==> src/rtl/tick_burst_ctrl.sv <==
// -----------------------------------------------------------------------------
// tick_burst_ctrl
//
// Purpose
//   Turns a free-running prescaler tick (1-cycle TICK_IN pulses) into
//   programmable pulse bursts. TICK_IN is divided by (period_reg + 1) and
//   each division boundary produces one registered POUT pulse. A burst runs
//   either for count_reg pulses (one-shot) or until STOP (continuous).
//
// Optional feature
//   TBC_IRQ_EN : when defined, adds a sticky completion interrupt
//                (IRQ output, IRQ_CLR input). Undefined by default.
//
// Ports
//   CLK        in        clock, all logic on rising edge
//   R          in        synchronous reset, active-high, overrides everything
//   TICK_IN    in        1-cycle prescaler tick
//   START      in        start request (level, sampled each cycle)
//   STOP       in        abort request
//   CFG_WE     in        configuration write strobe (accepted only in IDLE)
//   CFG_PERIOD in  [PW]  divider period, POUT every CFG_PERIOD+1 ticks
//   CFG_COUNT  in  [CW]  pulses per one-shot burst
//   CFG_MODE   in        0 = one-shot, 1 = continuous
//   POUT       out       registered 1-cycle output pulse
//   BUSY       out       high while in RUN
//   DONE       out       1-cycle pulse on burst completion
//   CFG_ERR    out       sticky: CFG_WE seen outside IDLE
//   IRQ        out       (TBC_IRQ_EN only) sticky completion interrupt
//   IRQ_CLR    in        (TBC_IRQ_EN only) interrupt clear
//   PULSE_CNT  out [CW]  pulses emitted since last START
// -----------------------------------------------------------------------------
module tick_burst_ctrl #(
    parameter int               PW         = 8,
    parameter int               CW         = 16,
    parameter logic [PW-1:0]    DEF_PERIOD = 8'hFF,
    parameter logic [CW-1:0]    DEF_COUNT  = 16'd1
) (
    input  logic          CLK,
    input  logic          R,
    input  logic          TICK_IN,
    input  logic          START,
    input  logic          STOP,
    input  logic          CFG_WE,
    input  logic [PW-1:0] CFG_PERIOD,
    input  logic [CW-1:0] CFG_COUNT,
    input  logic          CFG_MODE,
    output logic          POUT,
    output logic          BUSY,
    output logic          DONE,
    output logic          CFG_ERR,
`ifdef TBC_IRQ_EN
    output logic          IRQ,
    input  logic          IRQ_CLR,
`endif
    output logic [CW-1:0] PULSE_CNT
);

    localparam logic [PW-1:0] ZERO_P = {PW{1'b0}};
    localparam logic [PW-1:0] ONE_P  = {{(PW-1){1'b0}}, 1'b1};
    localparam logic [CW-1:0] ZERO_C = {CW{1'b0}};
    localparam logic [CW-1:0] ONE_C  = {{(CW-1){1'b0}}, 1'b1};

    typedef enum logic [1:0] {
        ST_IDLE = 2'd0,
        ST_RUN  = 2'd1,
        ST_FIN  = 2'd2
    } state_t;

    state_t        state_q,     state_d;
    logic [PW-1:0] div_cnt_q,   div_cnt_d;
    logic [PW-1:0] period_q,    period_d;
    logic [CW-1:0] count_q,     count_d;
    logic          mode_q,      mode_d;
    logic          pout_q,      pout_d;
    logic          busy_q,      busy_d;
    logic          done_q,      done_d;
    logic          cfg_err_q,   cfg_err_d;
    logic [CW-1:0] pulse_cnt_q, pulse_cnt_d;

    // Configuration as seen by a START in the same cycle as CFG_WE
    logic [CW-1:0] eff_count_s;
    logic          eff_mode_s;
    logic [CW-1:0] pulse_cnt_inc_s;

    // Select freshly written config over the stored one for a same-cycle START
    always_comb begin
        eff_count_s = count_q;
        eff_mode_s  = mode_q;
        if (CFG_WE) begin
            eff_count_s = CFG_COUNT;
            eff_mode_s  = CFG_MODE;
        end else begin
            eff_count_s = count_q;
            eff_mode_s  = mode_q;
        end
    end

    assign pulse_cnt_inc_s = pulse_cnt_q + ONE_C;

    // Next-state and next-output logic for the burst sequencer
    always_comb begin
        state_d     = state_q;
        div_cnt_d   = div_cnt_q;
        period_d    = period_q;
        count_d     = count_q;
        mode_d      = mode_q;
        pout_d      = 1'b0;
        done_d      = 1'b0;
        cfg_err_d   = cfg_err_q;
        pulse_cnt_d = pulse_cnt_q;

        case (state_q)
            ST_IDLE: begin
                if (CFG_WE) begin
                    period_d  = CFG_PERIOD;
                    count_d   = CFG_COUNT;
                    mode_d    = CFG_MODE;
                    cfg_err_d = 1'b0;
                end else begin
                    cfg_err_d = cfg_err_q;
                end

                if (START && !STOP) begin
                    div_cnt_d   = ZERO_P;
                    pulse_cnt_d = ZERO_C;
                    // An empty one-shot burst completes without any pulse
                    if (!eff_mode_s && (eff_count_s == ZERO_C)) begin
                        state_d = ST_FIN;
                    end else begin
                        state_d = ST_RUN;
                    end
                end else begin
                    state_d = ST_IDLE;
                end
            end

            ST_RUN: begin
                if (CFG_WE) begin
                    cfg_err_d = 1'b1;
                end else begin
                    cfg_err_d = cfg_err_q;
                end

                // STOP takes priority over a pulse due in the same cycle
                if (STOP) begin
                    state_d = ST_IDLE;
                end else if (TICK_IN) begin
                    if (div_cnt_q == period_q) begin
                        div_cnt_d   = ZERO_P;
                        pout_d      = 1'b1;
                        pulse_cnt_d = pulse_cnt_inc_s;
                        if (!mode_q && (pulse_cnt_inc_s == count_q)) begin
                            state_d = ST_FIN;
                        end else begin
                            state_d = ST_RUN;
                        end
                    end else begin
                        div_cnt_d = div_cnt_q + ONE_P;
                    end
                end else begin
                    div_cnt_d = div_cnt_q;
                end
            end

            ST_FIN: begin
                // DONE is registered out of FIN, so it is seen the cycle after
                done_d  = 1'b1;
                state_d = ST_IDLE;
                if (CFG_WE) begin
                    cfg_err_d = 1'b1;
                end else begin
                    cfg_err_d = cfg_err_q;
                end
            end

            default: begin
                state_d = ST_IDLE;
            end
        endcase

        busy_d = (state_d == ST_RUN);
    end

    // State and registered outputs, synchronous reset
    always_ff @(posedge CLK) begin
        if (R) begin
            state_q     <= ST_IDLE;
            div_cnt_q   <= ZERO_P;
            period_q    <= DEF_PERIOD;
            count_q     <= DEF_COUNT;
            mode_q      <= 1'b0;
            pout_q      <= 1'b0;
            busy_q      <= 1'b0;
            done_q      <= 1'b0;
            cfg_err_q   <= 1'b0;
            pulse_cnt_q <= ZERO_C;
        end else begin
            state_q     <= state_d;
            div_cnt_q   <= div_cnt_d;
            period_q    <= period_d;
            count_q     <= count_d;
            mode_q      <= mode_d;
            pout_q      <= pout_d;
            busy_q      <= busy_d;
            done_q      <= done_d;
            cfg_err_q   <= cfg_err_d;
            pulse_cnt_q <= pulse_cnt_d;
        end
    end

    assign POUT      = pout_q;
    assign BUSY      = busy_q;
    assign DONE      = done_q;
    assign CFG_ERR   = cfg_err_q;
    assign PULSE_CNT = pulse_cnt_q;

`ifdef TBC_IRQ_EN
    logic irq_q, irq_d;

    // Interrupt sets on a visible DONE; a same-cycle clear loses to the set
    always_comb begin
        irq_d = irq_q;
        if (done_q) begin
            irq_d = 1'b1;
        end else if (IRQ_CLR) begin
            irq_d = 1'b0;
        end else begin
            irq_d = irq_q;
        end
    end

    // Interrupt flag register
    always_ff @(posedge CLK) begin
        if (R) begin
            irq_q <= 1'b0;
        end else begin
            irq_q <= irq_d;
        end
    end

    assign IRQ = irq_q;
`endif

endmodule

==> config.mk <==
export PLATFORM = sky130hd
export DESIGN_NAME = tick_burst_ctrl
export DESIGN_NICKNAME = d
export VERILOG_FILES = /design/src/rtl/tick_burst_ctrl.sv
export SDC_FILE = /design/constraint.sdc
export NUM_CORES = 1
export LEC_CHECK = 0
export CAP_MARGIN = 20
export CORE_UTILIZATION = 48
export DETAILED_ROUTE_END_ITERATION = 7
export GPL_ROUTABILITY_DRIVEN = 0
export GPL_TIMING_DRIVEN = 0
export PLACE_DENSITY = 0.74
export REMOVE_ABC_BUFFERS = 1
export SETUP_SLACK_MARGIN = 0.02
export SYNTH_ARGS = -nofsm -noshare
export SYNTH_HDL_FRONTEND = slang
export SYNTH_SLANG_ARGS = --single-unit
export TNS_END_PERCENT = 1
==> constraint.sdc <==
create_clock -name CLK -period 2.4 [get_ports CLK]
set_clock_uncertainty 0.1 [all_clocks]
set_input_delay 0.24 -clock CLK [delete_from_list [all_inputs] [get_ports CLK]]
set_output_delay 0.24 -clock CLK [all_outputs]
set_load 0.05 [all_outputs]
==> out/qor.txt, run 1 <==
Mapped Area: 3010 um2
Hold_buf cts: 0
# rows: 28
Sequential power share: 53.6%
Worst setup EP type: register
Crit Path Max Fanout: 8
Vias in the first global route: 2619
Finished Layout Cells: 515
CTS tree: yes
Ys async rst share: 0%
Area growth, synth to finish: 31.9%
Comb power frac: 15.5%
Hold path cells: 2
Pwr Density: 459 nW/um2
Psw: 503 uW
Power Internal: 1320 uW
Vias: 2989
Clock Tree Root: clkbuf_8
Post-place setup slack: -0.598 ns
WL per Instance: 15.5 um
Initial Util: 50.2%
Top_reg_cell synth: dfxtp_1
Num CTS Buffers: 5
CTS Buffer Depth: 2
Min-delay src: R
Worst r2r dst: PULSE_CNT[3]
H-Tree Level Count: 2
Max_cap viols: 0
Final worst slack: 0.0451 ns
Die height: 81.2 um
Share of layout cells above drive strength 1: 13.2%
DRC viols: 0
Tot GR Track Use: 25.0%
Remaining Overflow, GRT: 0
Switch share: 27.6%
Initial DRC count: 137
Core Region: 5990 um2
First-pass detailed-route iteration total: 4
DP HPWL: 5.36 mm
WHS Endpoint: CFG_ERR
Status: completed
Minimum clock period after layout: 2.35 ns
Chip Width: 81.2 um
WP data required: 2.55 ns
Register area share after synthesis: 36.6%
ANT cells: 0
Die ar.: 6590 um2
ANT nets after route: 0
CP Launch Type: register
Nets: 476
Clock sinks: 55
Crit Path Category: register to register
Post-synth cell types: 48
Filler cells: 490
F_max: 0.425 GHz
Leading area contributor after synthesis: dfxtp_1
R2R Setup Slk: 0.05 ns
Setup violators final: 0
First-pass GRT wire length: 12.7 mm
Worst VDD drop: 0.000365 V
Post-Synthesis Cells: 383
Max Slew Vio Count: 0
Worst min-delay path class: primary input to register
Vias per Instance: 5.80
Total Routed Length: 7.96 mm
Largest net degree at the start of global routing: 35
Worst-skew pair later-pin latency: 0.31 ns
Avg Cell Area, Syn: 7.86 um2
Reg2reg start: state_q[0]
Cells after DPL: 491
Crit share post-route: 98.1%
Cell count of the worst reg-to-reg path: 7
Final hold vios: 0
Tot Pwr: 1820 uW
Unrepaired setup endpoints after global routing: true
Clk network pwr share: 30.9%
Initial antenna violation count: 0
PortBufs: 50
Leak pwr: 0.00142 uW
Worst-Margin Slew: 0.872 ns
Ys Warns: 0
WP data arrival: 2.50 ns
Slew HR: 41.8%
Synth top area cells: dfxtp_1 37%, nand2_1 8.5%, xor2_1 5.8%
I/O pin cnt: 51
FF+latch count, synth: 55
Post-synth EDFFs: 0
Clk slew on worst S/H paths: 0.11 ns
Post-synth top area share: 36.6%
synthesized netlist by cell type, types with 2 or more instances:
library cell  count
clkbuf_1         12
nand2b_1          7
dfxtp_1          55
ha_1              6
nor2_1           18
nand4_1           7
nand2_1          68
and4_1            2
and3_1            4
nand3_1          17
o211ai_1          2
or3_1             2
xnor2_1          16
a21oi_1          27
inv_1            14
o21a_1            2
a21boi_0          4
a22o_1            2
nor4_1           17
nor3_1            7
buf_2             5
nor4b_1           3
nor2b_1           6
o21ai_0          16
and2_1            4
a211oi_1          3
or4_1             4
a21o_1            3
nand3b_1         10
xor2_1           20
a31oi_1           3
state kept, by name, indices dropped and copies added, names as in the netlist:
register   count
DONE           1
POUT           1
period_q       8
state_q        2
CFG_ERR        1
BUSY           1
mode_q         1
count_q       16
PULSE_CNT     16
div_cnt_q      8
power groups by stage:
stage               Clock [uW]  Sequential [uW]  Combinational (uW)
finish                     564              977                 282
global placement             0              999                 232
detailed placement           0             1000                 238
CTS                        571              979                 253
global route               609              982                 311
floorplan                    0              994                 135
cells by family after synthesis:
family,synth area share [%]
mux,0.333
xor+xnor,10.5
simple gates,31.5
compound gates,14.5
buf+inv,4.07
fa+ha+maj,2.49
flops,36.6
critical path, cell delays in order (launching register included):
cell and delay [ns]:
dfxtp_2 0.35, buf_6 0.12, ha_4 0.16, nor2b_4 0.13, or4_4 0.56, or3_4 0.46
or3_1 0.35, o21ai_1 0.07
cells in the final DEF, fill, tap and decap left out, types with 4 or more instances in the layout:
| cell type | synthesis | routed |
|---|---|---|
| nand2_1 | 68 | 68 |
| clkdlybuf4s50_1 | 0 | 49 |
| dfxtp_1 | 55 | 48 |
| a21oi_1 | 27 | 26 |
| xor2_1 | 20 | 20 |
| nor2_1 | 18 | 18 |
| xnor2_1 | 16 | 16 |
| nand3_1 | 17 | 15 |
| o21ai_0 | 16 | 14 |
| inv_1 | 14 | 12 |
| buf_4 | 0 | 11 |
| nand3b_1 | 10 | 10 |
| nor4_1 | 17 | 10 |
| nand4_1 | 7 | 7 |
| nand2b_1 | 7 | 7 |
| nor4_2 | 1 | 6 |
| nor3_1 | 7 | 6 |
| clkbuf_8 | 0 | 6 |
| dfxtp_2 | 0 | 5 |
| and2_1 | 4 | 4 |
| and3_1 | 4 | 4 |
| nor2b_1 | 6 | 4 |
| a21boi_0 | 4 | 4 |
metal layers:
metal	GRT usage, %	routed length (um)	share of wire, %	vias up
met5	0	0	0	-
met4	10.0	204	2.6	0
met3	2.92	480	6.0	18
met2	38.3	3560	45	128
met1	35.5	3710	47	1380
li1	-	-	-	1463
final cells by class:
| type | count | area [um2] | share of cell area [%] |
|---|---|---|---|
| flip-flops and latches | 55 | 1110 | 28.1 |
| inverters | 14 | 55.1 | 1.39 |
| clock inverters | 2 | 16.3 | 0.410 |
| well taps | 75 | 93.8 | 2.37 |
| repair buffers | 64 | 632 | 15.9 |
| clock buffers | 6 | 82.6 | 2.08 |
| multi-input cells | 299 | 1970 | 49.7 |
worst max-delay path by stage:
stage                       startpoint       endpoint  slack, ns
after floorplan             state_q[0]   PULSE_CNT[5]      -0.35
after global placement      state_q[1]   PULSE_CNT[5]      -1.05
after global routing        state_q[1]   PULSE_CNT[3]      -0.01
after CTS                 PULSE_CNT[3]           BUSY       0.02
after detailed placement             R  PULSE_CNT[15]      -0.60
final                       state_q[0]   PULSE_CNT[3]       0.05
timing repair:
| item | CTS | global route |
|---|---|---|
| cloned | 2 | 0 |
| setup buffers | 2 | 11 |
| endpoints found under the hold margin | 0 | 0 |
| resized for setup | 19 | 28 |
| endpoints found under the setup margin | 26 | 26 |
| pin swaps | 5 | 9 |
through the flow:
| stage | cell area, um2 | utilization [%] | setup TNS, ns | hold WS (ns) |
|---|---|---|---|---|
| 2_1_floorplan | 2940 | - | -4.23 | 0.209 |
| 3_3_place_gp | 3530 | 59.0 | -18.94 | 0.372 |
| 3_5_place_dp | 3540 | 59.1 | -8.47 | 0.378 |
| 4_1_cts | 3750 | 62.7 | 0 | 0.385 |
| 5_1_grt | 3970 | 66.2 | -0.0116 | 0.318 |
| 6_report | 3970 | 66.2 | 0 | 0.285 |
Power figures use the tool's default switching activity.
==> run 2, diff against run 1 <==
--- a/config.mk
+++ b/config.mk
@@ -13,6 +13,7 @@
 export PLACE_DENSITY = 0.74
 export REMOVE_ABC_BUFFERS = 1
 export SETUP_SLACK_MARGIN = 0.02
+export SLEW_MARGIN = 20
 export SYNTH_ARGS = -nofsm -noshare
 export SYNTH_HDL_FRONTEND = slang
 export SYNTH_SLANG_ARGS = --single-unit
==> run 2 against run 1 <==
  * Core utilization fell by 1.0 points
  * Clock power decreased by 3%
  * Flip-flop and latch count stayed put
  * Sequential power about the same
  * Cell count is 0.58% lower
  * Cell area down 1.5%
  * Non-clock buffer count decreased by 2
  * Hold slack improved by 0.031 ns
  * Worst setup slack about the same
==> out/qor.txt, run 2 (synthesis results as in run 1) <==
Unrepaired setup endpoints after global routing: true
Minimum clock period after layout: 2.35 ns
Vias: 2932
I/O pin cnt: 51
Initial Util: 50.2%
Tot GR Track Use: 24.3%
M3 GR Usage: 4.38%
Crit Path Max Fanout: 6
Share of layout cells above drive strength 1: 11.7%
ANT nets after route: 0
Core Util, Final: 65.2%
ANT cells: 0
Vias per Instance: 5.73
Most frequent cells in the layout: 68 x nand2_1, 50 x dfxtp_1, 49 x clkdlybuf4s50_1, 26 x a21oi_1, 20 x xor2_1
CTS Buffer Depth: 2
Initial antenna violation count: 0
Worst-skew pair later-pin latency: 0.32 ns
CTS tree: yes
Vias in the first global route: 2613
Commonest non-fill, non-tap cell in the layout: nand2_1
Final hold vios: 0
Worst setup EP type: register
Worst-Margin Slew: 0.881 ns
Setup TNS: 0 ns
Clk slew on worst S/H paths: 0.10 ns
R2R Setup Slk: 0.05 ns
Num CTS Buffers: 5
Worst VDD drop: 0.000271 V
Met1 Usage GRT: 33.0%
WL per Instance: 15.5 um
Crit Path Category: register to register
Clock sinks: 55
Area growth, synth to finish: 29.8%
Gr busiest metal: met2
Slew HR: 41.3%
Crit share post-route: 98.1%
WP data required: 2.55 ns
Largest net degree at the start of global routing: 34
Met2 usage: 38.6%
First-pass GRT wire length: 12.3 mm
PortBufs: 50
Pwr Density: 460 nW/um2
Hold_buf cts: 0
Max Slew Vio Count: 0
Chip Width: 81.2 um
Total Routed Length: 7.94 mm
Nets: 473
# rows: 28
H-Tree Level Count: 2
F_max: 0.425 GHz
Die height: 81.2 um
DP HPWL: 5.36 mm
Remaining Overflow, GRT: 0
Worst min-delay path class: primary input to register
First-pass detailed-route iteration total: 4
Status: completed
Core Region: 5990 um2
Die ar.: 6590 um2
Initial DRC count: 151
Max_cap viols: 0
DRC viols: 0
CP Launch Type: register
Setup violators final: 0
Leak pwr: 0.00140 uW
Clock Tree Root: clkbuf_8
Filler cells: 522
WP data arrival: 2.51 ns
run 2: timing repair:
item                                    4_1_cts  5_1_grt
pin swaps                                     3        8
cloned                                        2        0
endpoints found under the setup margin       18       20
resized for setup                            18       29
setup buffers                                 1        8
run 2: layout make-up:
cell class,instances,area [um2],area share (%)
Inverter,14,57.6,1.47
Multi-Input combinational cell,298,1950,50.0
Tap cell,75,93.8,2.40
Clock inverter,3,22.5,0.577
Clock buffer,5,68.8,1.76
Sequential cell,55,1110,28.5
Timing Repair Buffer,62,597,15.3
run 2: worst max-delay path, stage by stage, from the launching register on:
cell     delay (ns)
dfxtp_4        0.39
inv_4          0.05
ha_4           0.16
nor2b_4        0.12
or4_4          0.59
or3_4          0.45
or3_1          0.35
o21ai_1        0.07
run 2: report_power, final:
group | total [uW] | internal [uW] | switching (uW)
Sequential | 978 | 942 | 35.6
Clock | 546 | 212 | 333
Combinational | 274 | 136 | 137
run 2: worst paths after layout:
kind             endpoint        start  cells after the start
min reg2reg   period_q[4]  period_q[4]                      2
max reg2reg  PULSE_CNT[3]   state_q[1]                      7
min          PULSE_CNT[0]            R                      2
max          PULSE_CNT[3]   state_q[1]                      7
run 2: stage by stage:
| step | hold slack [ns] | power [uW] | instances | area (um2) | worst slack [ns] |
|---|---|---|---|---|---|
| detailed placement | 0.378 | 1240 | 493 | 3560 | -0.567 |
| floorplan | 0.209 | 1130 | 366 | 2940 | -0.351 |
| CTS | 0.379 | 1790 | 504 | 3750 | -0.0157 |
| finish | 0.316 | 1800 | 512 | 3910 | 0.0451 |
| global placement | 0.372 | 1230 | 491 | 3530 | -1.05 |
| global route | 0.348 | 1870 | 512 | 3910 | -0.0280 |
run 2: layer usage:
layer | routed length, um | vias to the layer above
li1 | - | 1449
met1 | 3610 | 1383
met2 | 3800 | 89
met3 | 405 | 11
met4 | 127 | 0
met5 | 0 | -
